<file path="src/rtl/instruction_fetch_unit.sv">
// ----------------------------------------------------------------------------
// instruction_fetch_unit
//
// Producer side of the decoder's instruction interface. Fetches DATA_W-bit
// words from program memory, buffers them with their addresses in a small
// prefetch FIFO, and presents the FIFO head to the decoder. A redirect
// (load_pc/new_pc) clears the FIFO and restarts fetch at new_pc. A response
// still in flight when the redirect arrives is waited out in the FLUSH
// state and then thrown away.
//
// Ports:
//   clk        in   1       single clock, rising edge
//   rst_n      in   1       asynchronous active-low reset
//   MEM_req    out  1       fetch request to program memory
//   MEM_addr   out  ADDR_W  fetch address, stable while MEM_req=1 until MEM_ack
//   MEM_ack    in   1       one-cycle pulse: MEM_data valid, request complete
//   MEM_data   in   DATA_W  instruction word from memory
//   INS        out  DATA_W  FIFO head word
//   INS_addr   out  ADDR_W  address of INS
//   INS_valid  out  1       FIFO not empty
//   INS_ready  in   1       consumer accepts INS this cycle
//   load_pc    in   1       redirect request
//   new_pc     in   ADDR_W  redirect target
//   stall_cnt  out  16      (IFU_PERF_CNT_EN only) saturating count of cycles
//                           with INS_valid=0 and INS_ready=1
//
// Optional build macro: IFU_PERF_CNT_EN adds the stall_cnt port and counter.
// ----------------------------------------------------------------------------
module instruction_fetch_unit #(
    parameter int unsigned        ADDR_W     = 16,
    parameter int unsigned        DATA_W     = 16,
    parameter logic [ADDR_W-1:0]  RESET_PC   = '0,
    parameter int unsigned        FIFO_DEPTH = 2
) (
    input  logic              clk,
    input  logic              rst_n,
    // program memory
    output logic              MEM_req,
    output logic [ADDR_W-1:0] MEM_addr,
    input  logic              MEM_ack,
    input  logic [DATA_W-1:0] MEM_data,
    // decoder side
    output logic [DATA_W-1:0] INS,
    output logic [ADDR_W-1:0] INS_addr,
    output logic              INS_valid,
    input  logic              INS_ready,
    input  logic              load_pc,
    input  logic [ADDR_W-1:0] new_pc
`ifdef IFU_PERF_CNT_EN
    ,
    output logic [15:0]       stall_cnt
`endif
);

    localparam int unsigned PTR_W = (FIFO_DEPTH > 1) ? $clog2(FIFO_DEPTH) : 1;
    localparam int unsigned CNT_W = PTR_W + 1;
    localparam logic [CNT_W-1:0] DEPTH_C = CNT_W'(FIFO_DEPTH);

    typedef enum logic [0:0] {
        StFetch,
        StFlush
    } state_t;

    // ------------------------------------------------------------------------
    // State
    // ------------------------------------------------------------------------
    state_t             r_state_q,    r_state_d;
    logic [ADDR_W-1:0]  r_fetch_pc_q, r_fetch_pc_d;
    logic               r_req_q,      r_req_d;
    logic [ADDR_W-1:0]  r_mem_addr_q, r_mem_addr_d;
    logic [PTR_W-1:0]   r_wr_ptr_q,   r_wr_ptr_d;
    logic [PTR_W-1:0]   r_rd_ptr_q,   r_rd_ptr_d;
    logic [CNT_W-1:0]   r_count_q,    r_count_d;

    logic [ADDR_W-1:0]  r_fifo_addr_q [FIFO_DEPTH];
    logic [DATA_W-1:0]  r_fifo_data_q [FIFO_DEPTH];

    logic               w_ack;
    logic               w_hold;
    logic               w_push;
    logic               w_pop;

    // An ack only means something while our request is up.
    assign w_ack  = MEM_ack & r_req_q;
    // Request outstanding and not completing this cycle: keep it on the bus.
    assign w_hold = r_req_q & ~w_ack;
    // Redirect takes priority: neither the acked word nor the head is consumed.
    assign w_push = w_ack & (r_state_q == StFetch) & ~load_pc;
    assign w_pop  = (r_count_q != '0) & INS_ready & ~load_pc;

    // ------------------------------------------------------------------------
    // Next-state logic
    // ------------------------------------------------------------------------
    always_comb begin
        r_state_d    = r_state_q;
        r_fetch_pc_d = r_fetch_pc_q;
        r_wr_ptr_d   = r_wr_ptr_q;
        r_rd_ptr_d   = r_rd_ptr_q;
        r_count_d    = r_count_q;

        if (load_pc) begin
            r_fetch_pc_d = new_pc;
            r_count_d    = '0;
            // Empty the FIFO without moving the head pointer so INS keeps
            // showing the last head value while invalid.
            r_wr_ptr_d   = r_rd_ptr_q;
            // A request still in flight must be waited out and discarded.
            r_state_d    = w_hold ? StFlush : StFetch;
        end else begin
            unique case (r_state_q)
                StFetch: begin
                    if (w_push) begin
                        r_fetch_pc_d = r_fetch_pc_q + ADDR_W'(1);
                        r_wr_ptr_d   = r_wr_ptr_q + PTR_W'(1);
                    end
                    if (w_pop) begin
                        r_rd_ptr_d = r_rd_ptr_q + PTR_W'(1);
                    end
                    unique case ({w_push, w_pop})
                        2'b10:   r_count_d = r_count_q + CNT_W'(1);
                        2'b01:   r_count_d = r_count_q - CNT_W'(1);
                        default: r_count_d = r_count_q;
                    endcase
                end
                StFlush: begin
                    // FIFO is already empty here, so nothing can pop.
                    if (w_ack) begin
                        r_state_d = StFetch;
                    end
                end
                default: r_state_d = StFetch;
            endcase
        end

        // After an ack nothing is outstanding, so only the FIFO fill counts.
        r_req_d      = w_hold | ((r_state_d == StFetch) && (r_count_d < DEPTH_C));
        r_mem_addr_d = w_hold ? r_mem_addr_q : r_fetch_pc_d;
    end

    // ------------------------------------------------------------------------
    // Registers
    // ------------------------------------------------------------------------
    always_ff @(posedge clk or negedge rst_n) begin
        if (!rst_n) begin
            r_state_q    <= StFetch;
            r_fetch_pc_q <= RESET_PC;
            r_req_q      <= 1'b0;
            r_mem_addr_q <= RESET_PC;
            r_wr_ptr_q   <= '0;
            r_rd_ptr_q   <= '0;
            r_count_q    <= '0;
        end else begin
            r_state_q    <= r_state_d;
            r_fetch_pc_q <= r_fetch_pc_d;
            r_req_q      <= r_req_d;
            r_mem_addr_q <= r_mem_addr_d;
            r_wr_ptr_q   <= r_wr_ptr_d;
            r_rd_ptr_q   <= r_rd_ptr_d;
            r_count_q    <= r_count_d;
        end
    end

    always_ff @(posedge clk or negedge rst_n) begin
        if (!rst_n) begin
            r_fifo_addr_q <= '{default: '0};
            r_fifo_data_q <= '{default: '0};
        end else if (w_push) begin
            r_fifo_addr_q[r_wr_ptr_q] <= r_mem_addr_q;
            r_fifo_data_q[r_wr_ptr_q] <= MEM_data;
        end
    end

    // ------------------------------------------------------------------------
    // Outputs
    // ------------------------------------------------------------------------
    assign MEM_req   = r_req_q;
    assign MEM_addr  = r_mem_addr_q;
    assign INS       = r_fifo_data_q[r_rd_ptr_q];
    assign INS_addr  = r_fifo_addr_q[r_rd_ptr_q];
    assign INS_valid = (r_count_q != '0);

`ifdef IFU_PERF_CNT_EN
    // ------------------------------------------------------------------------
    // Stall counter: consumer ready but nothing to hand over.
    // ------------------------------------------------------------------------
    logic [15:0] r_stall_cnt_q;
    logic        w_stall;

    assign w_stall = (r_count_q == '0) & INS_ready;

    always_ff @(posedge clk or negedge rst_n) begin
        if (!rst_n) begin
            r_stall_cnt_q <= '0;
        end else if (w_stall && (r_stall_cnt_q != 16'hFFFF)) begin
            r_stall_cnt_q <= r_stall_cnt_q + 16'd1;
        end
    end

    assign stall_cnt = r_stall_cnt_q;
`endif

endmodule

</file>
<file path="config.mk">
export PLATFORM = sky130hd
export DESIGN_NAME = instruction_fetch_unit
export DESIGN_NICKNAME = d
export VERILOG_FILES = /design/src/rtl/instruction_fetch_unit.sv
export SDC_FILE = /design/constraint.sdc
export NUM_CORES = 1
export LEC_CHECK = 0
export BUFFER_PORTS_ARGS = -buffer_cell sky130_fd_sc_hd__buf_2
export CORE_ASPECT_RATIO = 0.7
export CORE_MARGIN = 5
export CORE_UTILIZATION = 60
export CTS_CLUSTER_SIZE = 10
export DETAILED_ROUTE_END_ITERATION = 16
export HOLD_SLACK_MARGIN = 0.02
export PLACE_DENSITY = 0.85
export SLEW_MARGIN = 20
export SYNTH_ARGS = -nofsm -noshare
export SYNTH_HDL_FRONTEND = slang
export SYNTH_SLANG_ARGS = --single-unit
</file>
<file path="constraint.sdc">
create_clock -name clk -period 4.2 [get_ports clk]
set_clock_uncertainty 0.15 [all_clocks]
set_input_delay 0 -clock clk [delete_from_list [all_inputs] [get_ports clk]]
set_output_delay 0 -clock clk [all_outputs]
set_load 0.05 [all_outputs]
</file>
==> results of run 1 <==
layer usage:
| layer | global-route usage (%) | part of all wire [%] | wire (um) | vias up |
|---|---|---|---|---|
| met3 | 5.09 | 4.9 | 488 | 15 |
| met4 | 6.29 | 1.4 | 136 | 0 |
| met2 | 35.3 | 48 | 4830 | 77 |
| met1 | 30.5 | 46 | 4590 | 1575 |
| met5 | 0 | 0 | 0 | - |
| li1 | - | - | - | 1500 |
metrics by stage:
stage / area, sq um / std cells / util, % / hold slack (ns)
2_1_floorplan: 4620 / 357 / - / -0.446
5_1_grt: 5690 / 575 / 77.1 / 0.110
4_1_cts: 5690 / 575 / 77.1 / 0.0601
3_5_place_dp: 5130 / 525 / 69.5 / -0.0420
3_3_place_gp: 5130 / 525 / 69.5 / -0.0576
6_report: 5690 / 575 / 77.1 / 0.0732
registers in the layout (all words and copies together) (netlist names):
signal	count
r_fifo_addr_q	32
r_fifo_data_q	32
MEM_addr	16
r_fetch_pc_q	16
r_count_q	2
MEM_req	1
r_rd_ptr_q	1
r_state_q	1
r_wr_ptr_q	1
placed cells by master, fill, tap and decap left out, drive strengths merged:
cell type	instances
mux2	106
dfrtp	102
buf	90
dlygate4sd3	35
nand2	25
o21ai	13
xnor2	11
nand3	10
clkbuf	9
nor2	9
and3	6
nand4	6
a21oi	5
inv	5
xor2	4
and4	3
nand3b	3
nor2b	3
a221o	3
ha	3
and2	2
o31a	2
nand2b	2
or3	2
or4	2
nor3	2
mux2i	2
nand4b	2
bufinv	2
clkinv	2
and4bb	1
nor3b	1
nor4	1
and3b	1
o31ai	1
clkinvlp	1
worst max-delay path: cells and delay by family (launching register included):
| family | cells | cell delay [ns] |
|---|---|---|
| DFF | 1 | 0.46 |
| muxes | 1 | 0.43 |
| and+or+nand+nor | 2 | 1.20 |
| buffers and inverters | 1 | 0.10 |
power groups by stage:
stage                     registers (mW)  clock network (mW)  logic [mW]
after floorplan                     1.60                   0        1.37
after global placement              1.54                   0        1.74
after detailed placement            1.58                   0        1.77
after CTS                           1.56               0.678        1.81
after global routing                1.61               0.716        1.90
final                               1.56               0.665        1.80
cell families after synthesis:
logic type | after synthesis | synth area share [%]
xor gates and xnor gates | 15 | 2.84
and+or+nand+nor | 81 | 9.55
muxes | 108 | 26.3
AOI/OAI and AO/OA | 24 | 3.14
DFF | 102 | 55.2
adders and majority gates | 3 | 0.812
buffers and inverters | 24 | 2.19
cell type report:
cell class                 count  share of cell area [%]
tap                           98                    2.15
sequential                   102                    44.9
timing repair buffer         125                    14.3
clock buffer                   9                    2.18
multi-input combinational    231                    34.7
inverter                       4                   0.264
clock inverter                 6                    1.52
path summary, 6_finish.rpt:
kind                                     end  depth (start not counted)
max                        r_fifo_data_q[16]                          4
min                        r_fifo_data_q[14]                          2
max reg2reg                r_fifo_data_q[16]                          4
min reg2reg                r_fifo_addr_q[23]                          1
max in group asynchronous   r_fifo_addr_q[0]                          3
min in group clk             r_fetch_pc_q[6]                          3
==> results.md, run 1 <==
Logic synthesis:
- In the post-synthesis netlist, the biggest area contributors are sky130_fd_sc_hd__dfrtp_1 (55%), sky130_fd_sc_hd__mux2_2 (19%), sky130_fd_sc_hd__mux2_1 (6.6%).
- Synthesis handed over a netlist of around 360 instances.
- By count the netlist is led by sky130_fd_sc_hd__dfrtp_1 (102), sky130_fd_sc_hd__mux2_2 (79), sky130_fd_sc_hd__mux2_1 (27).
- The biggest area contributor in the post-synthesis netlist is sky130_fd_sc_hd__dfrtp_1.
- The flop and latch count out of synthesis is 102.
- For this run, the number of Yosys warnings is 0.
- The most common cell in the netlist is sky130_fd_sc_hd__dfrtp_1.
- The count of flip-flops with a built-in enable after synthesis is 0.
- The post-synthesis area per instance is ~13 sq um.
- The fraction of synthesized cell area taken by the top area cell type is a little under three fifths.
- The sequential cell area fraction in the yosys report is 55.2%.
- The flip-flop cell with the highest count after synthesis is sky130_fd_sc_hd__dfrtp_1.
- The fraction of synthesis flops using an asynchronous set or reset pin is 100%.
- The netlist area before placement is roughly 0.0046 sq mm.
- The number of distinct library cells after synthesis is 38.
- Counting every net in the synthesized netlist gives between 300 and 400.

Setup path:
- The critical path data required time is roughly 4.3 ns.
- The worst-case register-to-register setup slack is 1.72 ns.
- Walking the worst path, the cells encountered are and4bb_1 -> inv_2 -> nor2_4 -> mux2_2.
- The maximum fanout count along the critical path is 32.
- The delay of the slowest critical-path stage is between 0.7 and 0.8 ns.
- STA classifies the critical path startpoint as a register.
- The slowest stage of the critical path belongs to the cell sky130_fd_sc_hd__nor2_4.
- The start of the worst register-to-register path is r_state_q.
- The origin of the worst setup path is r_state_q.
- STA classifies the critical path endpoint as a register.
- The worst setup path is of the register to register kind.
- For the worst setup path, the data arrival time is approximately 2.6 ns.

Placement:
- Detailed placement finished with a half-perimeter wire length of 6.72 mm.
- Before CTS, the worst setup slack after placement is 1.63 ns.
- In this run the tool buffered the top-level ports with 86 buffer cells.
- The placer's final routability congestion estimate is between 0.8 and 0.9.

GRT:
- The number of antenna violations at the first check in global routing is 0.
- The total congestion overflow after global routing is 0.
- The all-layer global routing usage is ~22%.
- The first global-routing pass estimated ~17 mm of wire.
- The largest net degree at the start of global routing is roughly 60.
- The number of global-route vias before repair is about 3.3k.

Clocking:
- Buffers added to address setup during post-CTS repair amount to 0.
- The CTS tree is yes.
- Clock-pin slew was measured on the worst setup and hold paths at ~0.10 ns.
- The number of cells upsized or downsized after cts is 0.
- The quantity of hold-fixing buffers added after cts is 35.
- In this run the deepest clock path goes through 2 buffers.
- The cell at the root of the clock tree is sky130_fd_sc_hd__clkbuf_8.
- Clock latency on the worst-skew pair, taken at its later pin, is 0.36 ns.
- Clock tree synthesis inserted a total of 9 buffers.
- The tree built by TritonCTS fans out to between 100 and 150 sinks.
- The maximum level of the CTS H-tree is 3.

Finish:
- The number of inserted filler cells in the final layout is 453.
- In the final layout, the share of cells above drive strength 1 is between 30% and 40%.
- The footprint of the multi-input gates is 0.00198 sq mm.
- The area growth from synthesis to layout is 23.1%.
- For this run, the post-layout net count is between 500 and 600.
- The number of antenna diodes in the final layout is 0.
- The area taken by flip-flops and latches is approximately 0.0026 sq mm.

Die:
- The die is 115 um wide.
- In this run the count of I/O pins placed on the die edge is 87.
- The die covers between 0.009 and 0.01 sq mm.
- Row generation in the floorplan step produced 26 rows.
- For this configuration, the core starts out at a cell density of about 63%.
- The total area inside the core boundary comes to approximately 0.0074 sq mm.
- The height of the chip is roughly 83 um.

Drt:
- The initial detailed-routing violation count is ~150.
- For this run, the detailed router's first-pass iteration total came to 4.
- The routed via count divided by cell count is about 5.5.
- Wires add up to between 10 and 15 mm.
- The routed via count is ~3.2k.
- Dividing the detail-routed wire length by the instance count gives around 17 um.
- The number of nets with antenna violations after routing is 0.
- The DRC violation count after routing is 0.

Power and ir drop:
- The combinational fraction of design power is 44.6%.
- In this run the static leakage power is roughly 2.6 nW.
- The internal power contribution is roughly 2.3 mW.
- Dividing total power by cell area gives a power density of 707 mW/mm^2.
- Of the total power, the clock network draws 16.5%.
- Of the total power, registers draw between 30 and 40%.
- The switching power is between 1.5 and 2 mW.
- After layout, the design draws a total of between 4 and 5 mW.
- The maximum ir drop on the vdd rail is 0.000528 V.
- In this run switching power makes up between 40% and 50% of total power.

Timing:
- The max-slew headroom at the worst pin is about a third.
- Setup slack closes at about 1.7 ns.
- The measured slew at the worst slew-check pin is 0.975 ns.
- The shortest clock period the worst path allows after layout is 2.48 ns.
- The final number of max-transition violations is 0.
- Setup repair after global routing left no endpoint under its margin.
- The setup TNS after final layout is 0 ns.
- The final clock period utilization by the worst path is roughly three fifths.
- The setup-violating endpoint count in the final report is 0.
- The achievable frequency is between 400 and 500 MHz.
- The number of failing hold endpoints at the final stage is 0.

Run:
- Across the run, the number of max-cap violations was 0.

Hold path:
- The class of the most critical hold timing path is primary input to asynchronous set/reset pin.

Status:
- The run finished with clean final reports.
Power figures use the tool's default switching activity.
==> run 2: changes to the inputs <==
Settings changed: CORE_UTILIZATION 60 to 50, PLACE_DENSITY 0.85 to 0.76.
Clock period 4.2 ns to 2.2 ns, I/O delays scaled along.
==> run 2 against run 1 <==
Hold slack worse by 0.020 ns. Count of clock-buffer cells in the layout unchanged. Sequential share of layout area down 2.5 points. Sequential cell count stayed put. Cell count is 8.3% higher. Global-route usage decreased by 2.9 points. Critical path depth rose by 2. Non-clock buffer count grew 21. Largest cell class unchanged.
==> results.md, run 2 (synthesis gave the netlist of run 1 again) <==
Drt:
- The initial detailed-routing violation count is 150.
- After detailed routing, the average wire length per cell comes to ~16 um.
- The final route contains about 3.3k vias.
- The number of nets with antenna violations after routing is 0.
- For this run, the detailed router's first-pass iteration total came to 4.
- Summed over all layers, the routed wires come to just over 10 mm.
- The routed via count divided by cell count is about 5.3.
- The DRC violation count after routing is 0.

Setup path:
- Together, buffers and inverters on the worst path number 2.
- The cell family contributing the most delay on the critical path is buffers and inverters.
- For the worst setup path, the data required time is 2.28 ns.
- The critical-path cell with the highest stage delay is sky130_fd_sc_hd__dlygate4sd3_1.
- The data arrival time at the worst-slack endpoint is approximately 2.2 ns.
- Of all nets on the critical path, the largest fanout is 6.
- The type of the worst setup path is register to register.
- Traced cell by cell, the critical path runs through buf_4 -> and3b_2 -> nand2_1 -> xor2_1 -> o21ai_1 -> dlygate4sd3_1.
- On the worst path, the slowest cell contributes a delay of 0.56 ns.
- The worst setup path is launched from a register.
- The worst setup path is captured at a register.

Finish:
- In the layout the commonest cells are sky130_fd_sc_hd__dfrtp_1 (101), sky130_fd_sc_hd__buf_2 (85), sky130_fd_sc_hd__mux2_2 (79), sky130_fd_sc_hd__dlygate4sd3_1 (45), sky130_fd_sc_hd__mux2_1 (27).
- Leaving out filler cells and counting taps, the final layout contains ~620.
- Of the cells placed in the final design, the portion with a size suffix greater than 1 is between 40% and 50%.
- The relative area change from synthesis to final layout is 30.4%.
- After the last flow step, the layout net total stands at 534.
- The number of inserted filler cells in the final layout is about 670.
- The largest registers in the layout are r_fifo_addr_q (32), r_fifo_data_q (32).
- The commonest non-fill, non-tap cell in the layout is sky130_fd_sc_hd__dfrtp_1.
- The count of inserted antenna diode cells is 0.

Timing:
- The worst pin sits at a relative slew slack of about 53%.
- The number of failing hold endpoints at the final stage came to 0.
- The final number of max-transition violations is 0.
- The setup-violating endpoint count in the final report is 0.
- Of the available clock period, the critical path in the final layout requires a little over nine tenths.
- The measured slew at the worst slew-check pin is ~0.70 ns.
- The achievable frequency is 473 MHz.
- In the post-route analysis, the smallest setup slack over all paths is approximately 0.084 ns.
- The shortest clock period the worst path allows after layout is approximately 2.1 ns.
- Setup repair after global routing could not meet its margin everywhere.
- The tightest hold path in the finished design has a slack of ~0.053 ns.

Clocking:
- The sink count of the clock tree is 102.
- The CTS buffer count is 9.
- After clock tree synthesis, the clock-pin slew on the worst setup and hold paths is 0.07 ns.
- The count of buffers added by post-CTS timing repair for setup is 0.
- Clock latency on the worst-skew pair, taken at its later pin, is 0.34 ns.
- The tree is rooted in a sky130_fd_sc_hd__clkbuf_16.
- The maximum level of the CTS H-tree is 3.
- The clock passes through at most 2 buffers.
- The CTS tree is yes.

Placement:
- The half-perimeter wire length after detailed placement is roughly 7 mm.
- The placer's final routability congestion estimate is 0.791.
- The worst slack after detailed placement is 0.126 ns.
- Counting tap cells, the placed design contains a total of 562 instances.
- The number of port buffers is between 80 and 90.

Die:
- The floorplan die area is between 0.01 and 0.015 sq mm.
- The total I/O pin count is 87.
- The number of cell rows is 29.
- For this configuration, the core starts out at a cell density of approximately 51%.
- The core area is 0.00903 sq mm.
- The die width is 125 um.
- The height of the chip is approximately 90 um.

Power and ir drop:
- The power density over the cells is approximately 1300 mW/mm^2.
- Net switching is 41.6% of the power.
- The total chip power is 8.07 mW.
- The register share of total power is between 30 and 40%.
- Per report_power, the combinational group accounts for a little over two fifths of the total.
- The switching power is ~3.4 mW.
- Per report_power, the clock group accounts for 19.9% of the total.
- The internal power contribution is around 4.7 mW.
- The maximum ir drop on the vdd rail is 0.000894 V.
- The total leakage power is about 2.8 nW.

GRT:
- The largest net degree at the start of global routing is 55.
- The number of antenna violations at the first check in global routing is 0.
- The all-layer global routing usage is roughly a fifth.
- The first global-routing pass estimated 17.5 mm of wire.
- The total congestion overflow after global routing is 0.
- The number of global-route vias before repair is 3535.

Hold path:
- The worst hold path belongs to the class primary input to register.

Status:
- The flow ran to the end, and the final reports show no timing, DRC or antenna violations.

Run:
- The number of max-capacitance violations reported is 0.
run 2: changes by cell type in the layout (fill, tap and decap cells not counted), sizes merged:
| cell | delta |
|---|---|
| bufinv | -1 |
| inv | +1 |
| buf | +11 |
| clkinv | +1 |
| dlygate4sd3 | +10 |
run 2: metrics by stage:
step	instance area, sq um	util (%)	TNS, ns
floorplan	4620	-	0
global placement	5270	58.3	0
detailed placement	5270	58.3	0
CTS	6030	66.7	0
global route	6030	66.7	-0.0147
finish	6030	66.7	0
run 2: area by class of cell:
class	count	area, sq um	area share [%]
clock buffers	9	225	3.74
inverters	4	15.0	0.249
clock inverters	7	81.3	1.35
multi-input cells	231	1980	32.8
well taps	124	155	2.57
flip-flops and latches	102	2550	42.4
repair buffers	146	1020	16.9
run 2: path summary, 6_finish.rpt:
| check | startpoint | to | depth (start not counted) | slack (ns) |
|---|---|---|---|---|
| max in group asynchronous | rst_n | r_fifo_data_q[18] | 3 | 1.17 |
| min in group asynchronous | rst_n | r_fifo_addr_q[30] | 2 | 0.09 |
| setup / recovery | r_state_q | r_fetch_pc_q[2] | 6 | 0.08 |
| hold reg to reg | r_fifo_addr_q[30] | r_fifo_addr_q[30] | 1 | 0.34 |
| setup reg to reg | r_state_q | r_fetch_pc_q[2] | 6 | 0.08 |
| hold / removal | INS_ready | r_rd_ptr_q | 5 | 0.05 |
run 2: power by group through the flow:
stage | clock, mW | sequential (mW) | combinational (mW)
after floorplan | 0 | 3.05 | 2.62
after global placement | 0 | 2.92 | 3.40
after detailed placement | 0 | 3.00 | 3.45
after CTS | 1.65 | 2.96 | 3.53
after global routing | 1.72 | 3.05 | 3.72
final | 1.61 | 2.96 | 3.50
run 2: layer usage:
layer | wire length, um | global-route usage, % | up-vias
li1 | - | - | 1545
met1 | 4460 | 23.4 | 1646
met2 | 5000 | 32.2 | 76
met3 | 637 | 7.62 | 13
met4 | 164 | 5.05 | 0
met5 | 0 | 0 | -
run 2: worst reg2reg max path: cells and delay by family, from the launching register on:
family                    cells  cell delay [ns]
xor gates and xnor gates      1             0.21
and+or+nand+nor               2             0.45
AOI/OAI and AO/OA             1             0.11
buffers and inverters         2             0.71
DFF                           1             0.37
run 2: what timing repair did:
item	in CTS	in global routing
resized for setup	0	2
endpoints found under the setup margin	0	5
hold buffers	45	0
hold endpoints to repair	119	0
